===== src/rtl/fetch_unit.sv =====
// fetch_unit -- instruction fetch stage with an IF/ID pipeline register.
//
// The PC register addresses instruction memory combinationally; each clock
// the fetched word and its address are captured into IF/ID. The next PC is
// picked with this priority:
//   1. a downstream redirect (taken branch / jr),
//   2. a j/jal sitting in IF/ID (resolved here, one stage early),
//   3. stall (hold everything),
//   4. sequential fetch (pc + 4).
// Redirects and decode jumps flush IF/ID, which costs exactly one bubble.
//
// Ports:
//   clk              single clock, rising edge
//   rst_n            asynchronous active-low reset
//   imem_addr        fetch address (equals the PC register)
//   imem_instr       instruction returned for imem_addr, same cycle
//   stall            hold PC and IF/ID
//   redirect_en      load PC from redirect_target and flush IF/ID
//   redirect_target  redirect destination (low two bits are forced to 0)
//   ifid_instr       registered instruction handed to decode
//   ifid_pc          registered address of ifid_instr
//   ifid_valid       1 = ifid_instr is live, 0 = bubble
//   align_err        sticky flag: a redirect target was not word aligned
module fetch_unit #(
  parameter logic [31:0] RESET_PC = 32'h0000_0000
) (
  input  logic        clk,
  input  logic        rst_n,
  output logic [31:0] imem_addr,
  input  logic [31:0] imem_instr,
  input  logic        stall,
  input  logic        redirect_en,
  input  logic [31:0] redirect_target,
  output logic [31:0] ifid_instr,
  output logic [31:0] ifid_pc,
  output logic        ifid_valid,
  output logic        align_err
);

  localparam logic [5:0] OP_J   = 6'b000010;
  localparam logic [5:0] OP_JAL = 6'b000011;

  logic [31:0] pc;
  logic [31:0] ifid_pc_plus4;
  logic [31:0] jump_target;
  logic        decode_jump;

  assign imem_addr = pc;

  // A bubble in IF/ID (ifid_valid=0, instr all zeros) must never look like
  // a jump, so the opcode match is qualified by ifid_valid.
  assign ifid_pc_plus4 = ifid_pc + 32'd4;
  assign decode_jump   = ifid_valid &&
                         ((ifid_instr[31:26] == OP_J) || (ifid_instr[31:26] == OP_JAL));
  assign jump_target   = {ifid_pc_plus4[31:28], ifid_instr[25:0], 2'b00};

  // PC and IF/ID update. Redirect beats a decode jump, and both beat
  // stall; a flush clears the whole IF/ID register so the squashed
  // fetch leaves no trace.
  always_ff @(posedge clk or negedge rst_n) begin
    if (!rst_n) begin
      pc         <= RESET_PC;
      ifid_instr <= 32'd0;
      ifid_pc    <= 32'd0;
      ifid_valid <= 1'b0;
    end else if (redirect_en) begin
      pc         <= {redirect_target[31:2], 2'b00};
      ifid_instr <= 32'd0;
      ifid_pc    <= 32'd0;
      ifid_valid <= 1'b0;
    end else if (decode_jump) begin
      pc         <= jump_target;
      ifid_instr <= 32'd0;
      ifid_pc    <= 32'd0;
      ifid_valid <= 1'b0;
    end else if (!stall) begin
      pc         <= pc + 32'd4;
      ifid_instr <= imem_instr;
      ifid_pc    <= pc;
      ifid_valid <= 1'b1;
    end
  end

  // Sticky misalignment flag; only reset clears it.
  always_ff @(posedge clk or negedge rst_n) begin
    if (!rst_n) begin
      align_err <= 1'b0;
    end else if (redirect_en && (redirect_target[1:0] != 2'b00)) begin
      align_err <= 1'b1;
    end
  end

endmodule


===== config.mk =====
export PLATFORM = sky130hd
export DESIGN_NAME = fetch_unit
export DESIGN_NICKNAME = d
export VERILOG_FILES = /design/src/rtl/fetch_unit.sv
export SDC_FILE = /design/constraint.sdc
export NUM_CORES = 1
export LEC_CHECK = 0
export ABC_AREA = 1
export CAP_MARGIN = 20
export CORE_AREA = 2 2 119 121
export DETAILED_ROUTE_END_ITERATION = 12
export DIE_AREA = 0 0 121 123
export PLACE_DENSITY = 0.65
export SYNTH_ARGS = -nofsm -noshare
export SYNTH_HDL_FRONTEND = slang
export SYNTH_SLANG_ARGS = --single-unit

===== constraint.sdc =====
create_clock -name clk -period 3.3 [get_ports clk]
set_input_delay 0.495 -clock clk [delete_from_list [all_inputs] [get_ports clk]]
set_output_delay 0.495 -clock clk [all_outputs]
set_load 0.02 [all_outputs]

==> results.yml <==
status:
  status: "completed"
synthesis:
  yosys_warnings: 0
  synth_area_sq_mm: 0.005340
  yosysUniqueCellTypes: 31
  yosysSeqAreaShare_pct: 44.52
  synth_seq_cells: 95
  syn_inst: 748
  syn_avg_cell_area_sq_um: 7.139
sta:
  fin_setup_tns_ns: 0
  worst_pin_slew_ns: 0.6723
  fin_crit_sh_pct: 66.45
  finalSetupViolCount: 0
  period_minus_slack_ns: 2.193
  slew_headroom_pct: 55.11
  fin_skew_ns: 0.006877
  timing.fmax_ghz: 0.4560
  hold_violations: 0
  finalWorstSetupSlack_ns: 1.107
  rsz0062_at_grt: "no"
  slew_violations: 0
  hold_ws_ns: 0.1377
place:
  portBuffers: 163
  gp_congestion: 0.9318
  dp_hpwl_mm: 12.48
  pre_cts_ws_ns: 0.7638
floorplanning:
  io_pins: 166
  rows: 43
  die_y_um: 123
  start_util_pct: 39.23
  fp.dieW_um: 121
  core_region_area_sq_mm: 0.01361
  die_area_sq_mm: 0.01488
route:
  drtIter0Drc: 376
  dr.pass1.iters: 6
  wl_per_cell_um: 15.57
  antenna_left: 0
  wirelength_mm: 16.83
  vias: 5382
  post-route-drc-count: 0
  viasPerCell: 4.979
global_route:
  grt_pass1_vias: 5094
  antenna_found_initial: 0
  grt_pass1_wl_mm: 26.81
  grt_usage_pct: 23.36
  grt_max_degree: 55
  grt_overflow_total: 0
cts:
  cts_htree_levels: 3
  cts_buffers: 9
  cts_tree: "built"
  clock_latency_ns: 0.35
  cts-resized-gates: 0
  post_cts_buffers: 0
  hold_buffers: 0
  numClockSinks: 95
  clk_path_buf_depth: 2
  clkTransAtPathRegs_ns: 0.07
  cts_root_buf: "clkbuf_16"
critical_path:
  critPathMaxFanout: 48
  cp.required_ns: 3.57
  crit_type: "in -> reg"
  reg2reg_to: "ifid_pc[17]$_DFFE_PN0P_"
  endpoint_kind: "flop"
  r2r-start: "ifid_instr[27]$_DFFE_PN0P_"
  arrival_ns: 2.46
  worst_setup_path_start_kind: "primary input"
  r2r_cells: 5
  r2r_slack_ns: 1.23
finish:
  diodes: 0
  mostFrequentLayoutCells: "191 x nand2_1, 162 x clkdlybuf4s50_1, 99 x nor2_1"
  drive_gt1_share_pct: 4.883
  final_common_cell: "nand2_1"
  area_delta_synth_final_pct: 39.50
  nets: 965
power:
  vdd_drop_max_mv: 0.2696
  p_leak_nw: 3.267
  p_per_area_mw_per_mm2: 465.4
job:
  drv_cap: 0
min_path:
  hold_class: "in -> async"
state kept, by name (all words and copies together) (netlist names):
| name | cells |
|---|---|
| align_err | 1 |
| ifid_valid | 1 |
| imem_addr | 30 |
| ifid_instr | 32 |
| ifid_pc | 31 |
Yosys cell counts:
master	n	area (sq um)
inv_1	96	360.4
inv_2	4	15.01
nor2_4	5	56.30
nand2_1	191	716.9
buf_1	2	7.510
dfrtp_1	95	2377
xor2_1	9	78.83
buf_4	4	30.03
nor2_1	99	371.6
o22ai_1	30	187.7
clkbuf_1	12	45.04
nor3_1	2	10.01
nand4_2	1	12.51
nand2_2	3	18.77
buf_2	14	70.07
a22oi_2	1	12.51
nand3_2	2	20.02
a31oi_1	1	6.260
o21bai_1	1	7.510
ha_1	1	12.51
nand2_4	1	11.26
o21ai_1	41	205.2
nand3_1	41	205.2
conb_1	1	3.750
nor2_2	4	25.02
a21oi_1	47	235.2
nand4_1	3	18.77
o211ai_1	1	7.510
buf_6	1	11.26
o21ai_0	25	125.1
a22oi_1	10	75.07
per-stage QoR:
stage	instance area, sq um	power (mW)	utilization [%]	cells
after floorplan	5344	1.861	-	749
after global placement	7117	2.320	52.28	1065
after detailed placement	7117	2.324	52.28	1065
after CTS	7450	3.490	54.73	1081
after global routing	7450	3.638	54.73	1081
final	7450	3.467	54.73	1081
critical path, cell delays in order:
cell             delay, ns
clkdlybuf4s50_1       0.50
buf_4                 0.40
nor2_1                0.09
nand2_1               0.11
buf_4                 0.46
o21ai_0               0.22
o22ai_1               0.17
per-layer routing:
| metal | GRT usage [%] | up-vias | share of wire [%] |
|---|---|---|---|
| met5 | 0 | - | 0 |
| met4 | 6.177 | 0 | 1.4 |
| met3 | 5.258 | 17 | 7.3 |
| met2 | 35.78 | 179 | 45 |
| met1 | 33.47 | 2487 | 47 |
| li1 | - | 2699 | - |
layout make-up:
class	count	area, sq um
Multi-Input combinational cell	521	2427
Timing Repair Buffer	169	1712
Tap cell	180	225.2
Fill cell	1313	6162
Clock inverter	5	80.08
Clock buffer	11	252.7
Sequential cell	95	2377
Inverter	100	375.4
worst max path at each step:
stage                                  start                   endpoint  slack [ns]  cells after the start
floorplan           imem_addr[3]$_DFFE_PN0P_  imem_addr[26]$_DFFE_PN0P_        1.69                     10
global placement                 redirect_en    ifid_pc[15]$_DFFE_PN0P_        0.79                      5
detailed placement               redirect_en    ifid_pc[17]$_DFFE_PN0P_        0.76                      5
CTS                              redirect_en  imem_addr[10]$_DFFE_PN0P_        1.07                      7
global route                     redirect_en   imem_addr[7]$_DFFE_PN0P_        0.93                      7
finish                           redirect_en  imem_addr[10]$_DFFE_PN0P_        1.11                      7
where the power goes:
part           switching, mW  internal (mW)
Sequential             0.150           1.27
Clock                  0.457          0.704
Combinational          0.499          0.385
cell families after synthesis:
logic type / after synthesis / synth area share [%]
and+or+nand+nor: 352 / 27.46
AOI/OAI and AO/OA: 157 / 16.14
buffers and inverters: 133 / 10.10
DFF: 95 / 44.52
xor gates and xnor gates: 9 / 1.476
adders and majority gates: 1 / 0.2343
other: 1 / 0.07022
(Power assumes the default switching activity.)
